**config.mk**
```make
export PLATFORM = sky130hd
export DESIGN_NAME = regbank_write_ctrl
export DESIGN_NICKNAME = d
export VERILOG_FILES = /design/src/rtl/regbank_pkg.sv /design/src/rtl/regbank_wr_fifo.sv /design/src/rtl/regbank_write_ctrl.sv
export SDC_FILE = /design/constraint.sdc
export NUM_CORES = 1
export LEC_CHECK = 0
export ABC_AREA = 1
export BUFFER_PORTS_ARGS = -buffer_cell sky130_fd_sc_hd__clkbuf_2
export CORE_ASPECT_RATIO = 0.8
export CORE_MARGIN = 4
export CORE_UTILIZATION = 50
export CTS_CLUSTER_DIAMETER = 150
export DETAILED_ROUTE_END_ITERATION = 8
export PLACE_DENSITY = 0.72
export REMOVE_ABC_BUFFERS = 1
export SLEW_MARGIN = 40
export SYNTH_ARGS = -nofsm -noshare
export SYNTH_HDL_FRONTEND = slang
export SYNTH_SLANG_ARGS = --single-unit
export TNS_END_PERCENT = 100
```
**constraint.sdc**
```tcl
create_clock -name clk -period 2.7 [get_ports clk]
set_input_delay 0.54 -clock clk [delete_from_list [all_inputs] [get_ports clk]]
set_output_delay 0.54 -clock clk [all_outputs]
set_load 0.02 [all_outputs]
```
**src/rtl/regbank_pkg.sv**
```systemverilog
// Shared types and helpers for the register-bank write-back slice.
package regbank_pkg;

  localparam int unsigned REG_COUNT = 16;
  localparam int unsigned ADDR_W    = 4;
  localparam int unsigned DATA_W    = 32;

  // One pending register write: destination index plus data.
  typedef struct packed {
    logic [ADDR_W-1:0] addr;
    logic [DATA_W-1:0] data;
  } wb_req_t;

  // Decode a register index into the bank's one-hot write enable.
  function automatic logic [REG_COUNT-1:0] onehot16(input logic [ADDR_W-1:0] addr);
    onehot16 = REG_COUNT'(1) << addr;
  endfunction

endpackage

```
**src/rtl/regbank_wr_fifo.sv**
```systemverilog
// Synchronous FIFO of register-write requests; no fall-through, head
// becomes visible the cycle after it is pushed.
module regbank_wr_fifo
  import regbank_pkg::*;
#(
  parameter int unsigned DEPTH = 4,
  localparam int unsigned PTR_W = (DEPTH > 1) ? $clog2(DEPTH) : 1,
  localparam int unsigned CNT_W = PTR_W + 1
) (
  input  logic             clk,
  input  logic             rst,
  input  logic             push,
  input  logic             pop,
  input  wb_req_t          wdata,
  output wb_req_t          rdata,
  output logic             full,
  output logic             empty,
  output logic [CNT_W-1:0] count
);

  wb_req_t          mem [DEPTH];
  logic [PTR_W-1:0] wr_ptr;
  logic [PTR_W-1:0] rd_ptr;
  logic             do_push;
  logic             do_pop;

  assign full    = (count == CNT_W'(DEPTH));
  assign empty   = (count == '0);
  assign do_push = push && !full;
  assign do_pop  = pop && !empty;
  assign rdata   = mem[rd_ptr];

  // Pointer and occupancy tracking; pointers wrap since DEPTH is a power of two.
  always_ff @(posedge clk) begin
    if (rst) begin
      wr_ptr <= '0;
      rd_ptr <= '0;
      count  <= '0;
    end else begin
      if (do_push) wr_ptr <= wr_ptr + PTR_W'(1);
      if (do_pop)  rd_ptr <= rd_ptr + PTR_W'(1);
      case ({do_push, do_pop})
        2'b10:   count <= count + CNT_W'(1);
        2'b01:   count <= count - CNT_W'(1);
        default: count <= count;
      endcase
    end
  end

  // Entry storage; contents need no reset because count gates visibility.
  always_ff @(posedge clk) begin
    if (do_push) mem[wr_ptr] <= wdata;
  end

endmodule

```
**src/rtl/regbank_write_ctrl.sv**
```systemverilog
// Write-back arbiter in front of the 16x32 register bank: ALU results win
// by default, buffered load returns are forced through after starving.
// Optional build macro REG0_PROTECT_EN suppresses all writes to register 0.
module regbank_write_ctrl
  import regbank_pkg::*;
#(
  parameter int unsigned MEM_FIFO_DEPTH = 4,
  parameter int unsigned STARVE_LIMIT   = 8
) (
  input  logic                 clk,
  input  logic                 rst,
  input  logic                 alu_valid,
  output logic                 alu_ready,
  input  logic [ADDR_W-1:0]    alu_addr,
  input  logic [DATA_W-1:0]    alu_data,
  input  logic                 mem_valid,
  output logic                 mem_ready,
  input  logic [ADDR_W-1:0]    mem_addr,
  input  logic [DATA_W-1:0]    mem_data,
  output logic [REG_COUNT-1:0] en,
  output logic [DATA_W-1:0]    R,
  output logic                 mem_pending
);

  localparam int unsigned CNT_W    = ((MEM_FIFO_DEPTH > 1) ? $clog2(MEM_FIFO_DEPTH) : 1) + 1;
  localparam int unsigned STARVE_W = (STARVE_LIMIT > 1) ? $clog2(STARVE_LIMIT) : 1;
  localparam logic [STARVE_W-1:0] STARVE_MAX = STARVE_W'(STARVE_LIMIT - 1);

  wb_req_t             alu_req;
  wb_req_t             mem_req;
  wb_req_t             fifo_head;
  wb_req_t             wr_req;
  logic                fifo_full;
  logic                fifo_empty;
  logic [CNT_W-1:0]    fifo_count;
  logic [STARVE_W-1:0] starve_cnt;
  logic                forced_mem;
  logic                grant_mem;
  logic                grant_alu;

  assign alu_req     = '{addr: alu_addr, data: alu_data};
  assign mem_req     = '{addr: mem_addr, data: mem_data};
  assign mem_ready   = !rst && !fifo_full;
  assign mem_pending = (fifo_count != '0);
  assign wr_req      = grant_mem ? fifo_head : alu_req;

  regbank_wr_fifo #(
    .DEPTH (MEM_FIFO_DEPTH)
  ) u_fifo (
    .clk   (clk),
    .rst   (rst),
    .push  (mem_valid && mem_ready),
    .pop   (grant_mem),
    .wdata (mem_req),
    .rdata (fifo_head),
    .full  (fifo_full),
    .empty (fifo_empty),
    .count (fifo_count)
  );

  // Arbitration: ALU by default, FIFO head when ALU idle or starved too long.
  always_comb begin
    forced_mem = 1'b0;
    grant_mem  = 1'b0;
    grant_alu  = 1'b0;
    alu_ready  = 1'b0;
    if (!rst) begin
      forced_mem = !fifo_empty && (starve_cnt == STARVE_MAX);
      alu_ready  = !forced_mem;
      grant_mem  = !fifo_empty && (!alu_valid || forced_mem);
      grant_alu  = alu_valid && !grant_mem;
    end
  end

  // Counts cycles the FIFO head loses arbitration, saturating at the force point.
  always_ff @(posedge clk) begin
    if (rst || fifo_empty || grant_mem) begin
      starve_cnt <= '0;
    end else if (starve_cnt != STARVE_MAX) begin
      starve_cnt <= starve_cnt + STARVE_W'(1);
    end
  end

  // Registered bank write port; R holds its value when nothing is written.
  always_ff @(posedge clk) begin
    if (rst) begin
      en <= '0;
      R  <= '0;
    end else if (grant_alu || grant_mem) begin
`ifdef REG0_PROTECT_EN
      if (wr_req.addr == '0) begin
        en <= '0;
      end else begin
        en <= onehot16(wr_req.addr);
        R  <= wr_req.data;
      end
`else
      en <= onehot16(wr_req.addr);
      R  <= wr_req.data;
`endif
    end else begin
      en <= '0;
    end
  end

endmodule
```
==> metrics.md <==
| Metric | Value |
|---|---|
| Number of synthesis warnings | 0 |
| Final nets | 946 |
| Tcrit/Tclk final | 83.3% |
| Crit. End Element | register |
| Remaining antenna violation count after routing | 0 |
| Core Area | 15,900 um^2 |
| Max clock buf depth | 3 |
| Resize count post-CTS | 0 |
| Met1 GRT Util | 26.4% |
| # hold bufs at CTS | 0 |
| Final instance area | 9710 um^2 |
| Met2 usage | 32.5% |
| Cells after Synth | 740 |
| Fillers | 1,267 |
| Avg Synthesized Cell Area | 11.0 um^2 |
| Final slew viol count | 0 |
| GRT Total Usage | 19.5% |
| Num ports | 127 |
| Core Util, Final | 61.3% |
| # setup viols final | 0 |
| Layout cells sized above 1 | 22.3% |
| Fin cells | 1,092 |
| Seq cells post-synth | 204 |
| Slew HR | 49.6% |
| Syn Std Cell Area | 8130 um^2 |
| Area of the multi-input gates | 2260 um^2 |
| Clock Skew | 0.00875 ns |
| Number of antenna violations at the first check in global routing | 1 |
| CTS tree | done |
| DRT Pass-1 Iters | 5 |
| Worst-path maximum fanout | 7 |
| Fmax | 445 MHz |
| Number of port buffers | 126 |
| Clk sink count | 204 |
| Drt wl/cell | 16.1 um |
| Die X | 151 um |
| Hold_ws | 0.271 ns |
| WL final | 17.6 mm |
| PD cells | 782 nW/um^2 |
| Outcome | complete, no violations |
| Placed cell area | 8960 um^2 |
| Hold Path Class | in2reg |
| Largest net degree at the start of global routing | 73 |
| Worst Tran Pin Value | 0.756 ns |
| Lkg Pwr | 3.93 nW |
| Clock latency on the worst-skew pair | 0.48 ns |
| P&R area growth vs syn | 19.4% |
| Starting DRT DRC Count | 345 |
| DRC Markers | 0 |
| Met3 Use GR | 4.39% |
| Critical Path RT | 3.12 ns |
| WS Path Type | reg2reg |
| Unrepaired setup endpoints after global routing | false |
| Critical Path Source Type | register |
| Worst path arrival time | 2.67 ns |
| VDD IR-drop max | 0.408 mV |
| Post-route minimum period | 2.25 ns |
| Root Buffer | clkbuf_16 |
| Cell variety after synth | 28 |
| DP HPWL | 10.5 mm |
| Gr ovfl total | 0 |
| Die Ht | 122 um |
| Vias | 5,603 |
| DR vias/cell | 5.13 |
| H-Tree Depth | 1 |
| Placed Cells | 1,055 |
| Number of global-route vias before repair | 5,506 |
| Reg area | 5530 um^2 |
| Post-synthesis sequential area ratio | 67.9% |
| First-pass GRT wire length | 28.1 mm |
| Setup bufs post-CTS | 0 |
| Die footprint | 18,400 um^2 |
| Initial Util | 51.3% |
| Routability cong. | 0.767 |
| Clock Pin Slew Worst Setup and Hold Paths | 0.06 ns |
| Num rows | 41 |
| CTS Buf Count | 20 |
| GRT Max-Usage Layer | met2 |
| Final hold vios | 0 |
| Max cap viols | 0 |
## worst paths after layout
check / slack (ns) / start / cells past startpoint / endpoint
min reg2reg: 0.47 / starve_cnt[2] / 2 / starve_cnt[2]
max: 0.45 / starve_cnt[0] / 10 / u_fifo.count[2]
max reg2reg: 0.45 / starve_cnt[0] / 10 / u_fifo.count[2]
min: 0.27 / mem_data[6] / 1 / u_fifo.mem[3][6]
## where the power goes
part / internal [mW] / switching, mW
combinational: 0.290 / 0.616
sequential: 3.51 / 0.0743
clock: 1.99 / 1.11
total: 5.80 / 1.80
## cells in the final DEF (no fill, tap or decap), types with 2 or more instances in the layout
master	n
inv_1	36
o21ai_2	2
clkbuf_16	21
clkinv_2	4
nand2_2	4
o21ai_0	49
clkbuf_1	4
nor2_4	6
buf_4	14
nor2_1	92
xor2_1	2
ha_1	7
o211ai_1	19
a21oi_1	19
nand3_1	92
edfxtp_1	144
dfxtp_1	58
or2_1	20
bufinv_16	6
nand2_1	124
clkbuf_2	126
inv_2	3
o21ai_1	11
dfxtp_2	2
o211ai_2	3
## registers in the layout, indices dropped and copies added, names as in the netlist, named ones only
signal / count
R: 32
en: 16
starve_cnt: 3
u_fifo.count: 3
u_fifo.mem: 144
u_fifo.rd_ptr: 2
u_fifo.wr_ptr: 2
## cells in the mapped netlist
library cell / count / share of area (%)
buf_4: 5 / 0.46
o21ai_0: 49 / 3.0
nor2_4: 2 / 0.28
inv_4: 1 / 0.077
buf_2: 19 / 1.2
nand2_1: 124 / 5.7
o21a_1: 1 / 0.092
o21ai_1: 11 / 0.68
nand2_2: 4 / 0.31
ha_1: 7 / 1.1
o211ai_1: 19 / 1.8
nand2_8: 1 / 0.25
buf_6: 5 / 0.69
or2_1: 20 / 1.5
o211ai_2: 3 / 0.46
or2_0: 1 / 0.077
dfxtp_1: 60 / 15
fa_1: 1 / 0.25
o21ai_2: 3 / 0.32
xor2_1: 2 / 0.22
clkbuf_1: 11 / 0.51
nand3_1: 92 / 5.7
edfxtp_1: 144 / 53
a21oi_1: 19 / 1.2
nor2_1: 96 / 4.4
inv_2: 3 / 0.14
clkbuf_2: 1 / 0.061
inv_1: 36 / 1.7
## metal layers
metal  wire length [um]  vias to the layer above
li1                   -                     2783
met1               7570                     2624
met2               8420                      173
met3               1340                       23
met4                297                        0
met5                  0                        -
## area by class of cell
| class | count | share of cell area (%) |
|---|---|---|
| clock buffer | 25 | 5.57 |
| clock inverter | 11 | 2.10 |
| sequential | 204 | 56.9 |
| multi-input combinational | 455 | 23.2 |
| antenna | 1 | 0.0258 |
| inverter | 40 | 1.57 |
| timing repair buffer | 141 | 7.78 |
| tap | 215 | 2.77 |
## critical path, stage by stage, from the launching register on
cell and delay [ns]:
dfxtp_1 0.32, ha_1 0.20, ha_1 0.28, o21ai_2 0.24, nor2_4 0.05, ha_1 0.23, fa_1 0.39, a21oi_1 0.14
o21a_1 0.14, o21ai_0 0.07, a21oi_1 0.13
## per-stage QoR
stage                     setup slack [ns]  total power, mW  setup TNS (ns)
after global routing                 0.243             7.94               0
after detailed placement             0.464             4.57               0
final                                0.451             7.60               0
after CTS                            0.445             7.67               0
after global placement               0.500             4.55               0
after floorplan                     -0.499             4.21          -71.90
## kinds of logic (layout without fill, tap and decap cells)
| logic type | Yosys count | in the layout | share of synthesized area, % |
|---|---|---|---|
| buffers and inverters | 81 | 217 | 4.77 |
| other | 0 | 1 | 0 |
| adders and majority gates | 8 | 8 | 1.32 |
| xor gates and xnor gates | 2 | 2 | 0.215 |
| AOI/OAI and AO/OA | 105 | 105 | 7.49 |
| and+or+nand+nor | 340 | 340 | 18.3 |
| DFF | 204 | 204 | 67.9 |
No activity file was read; power rests on OpenSTA's default activity.
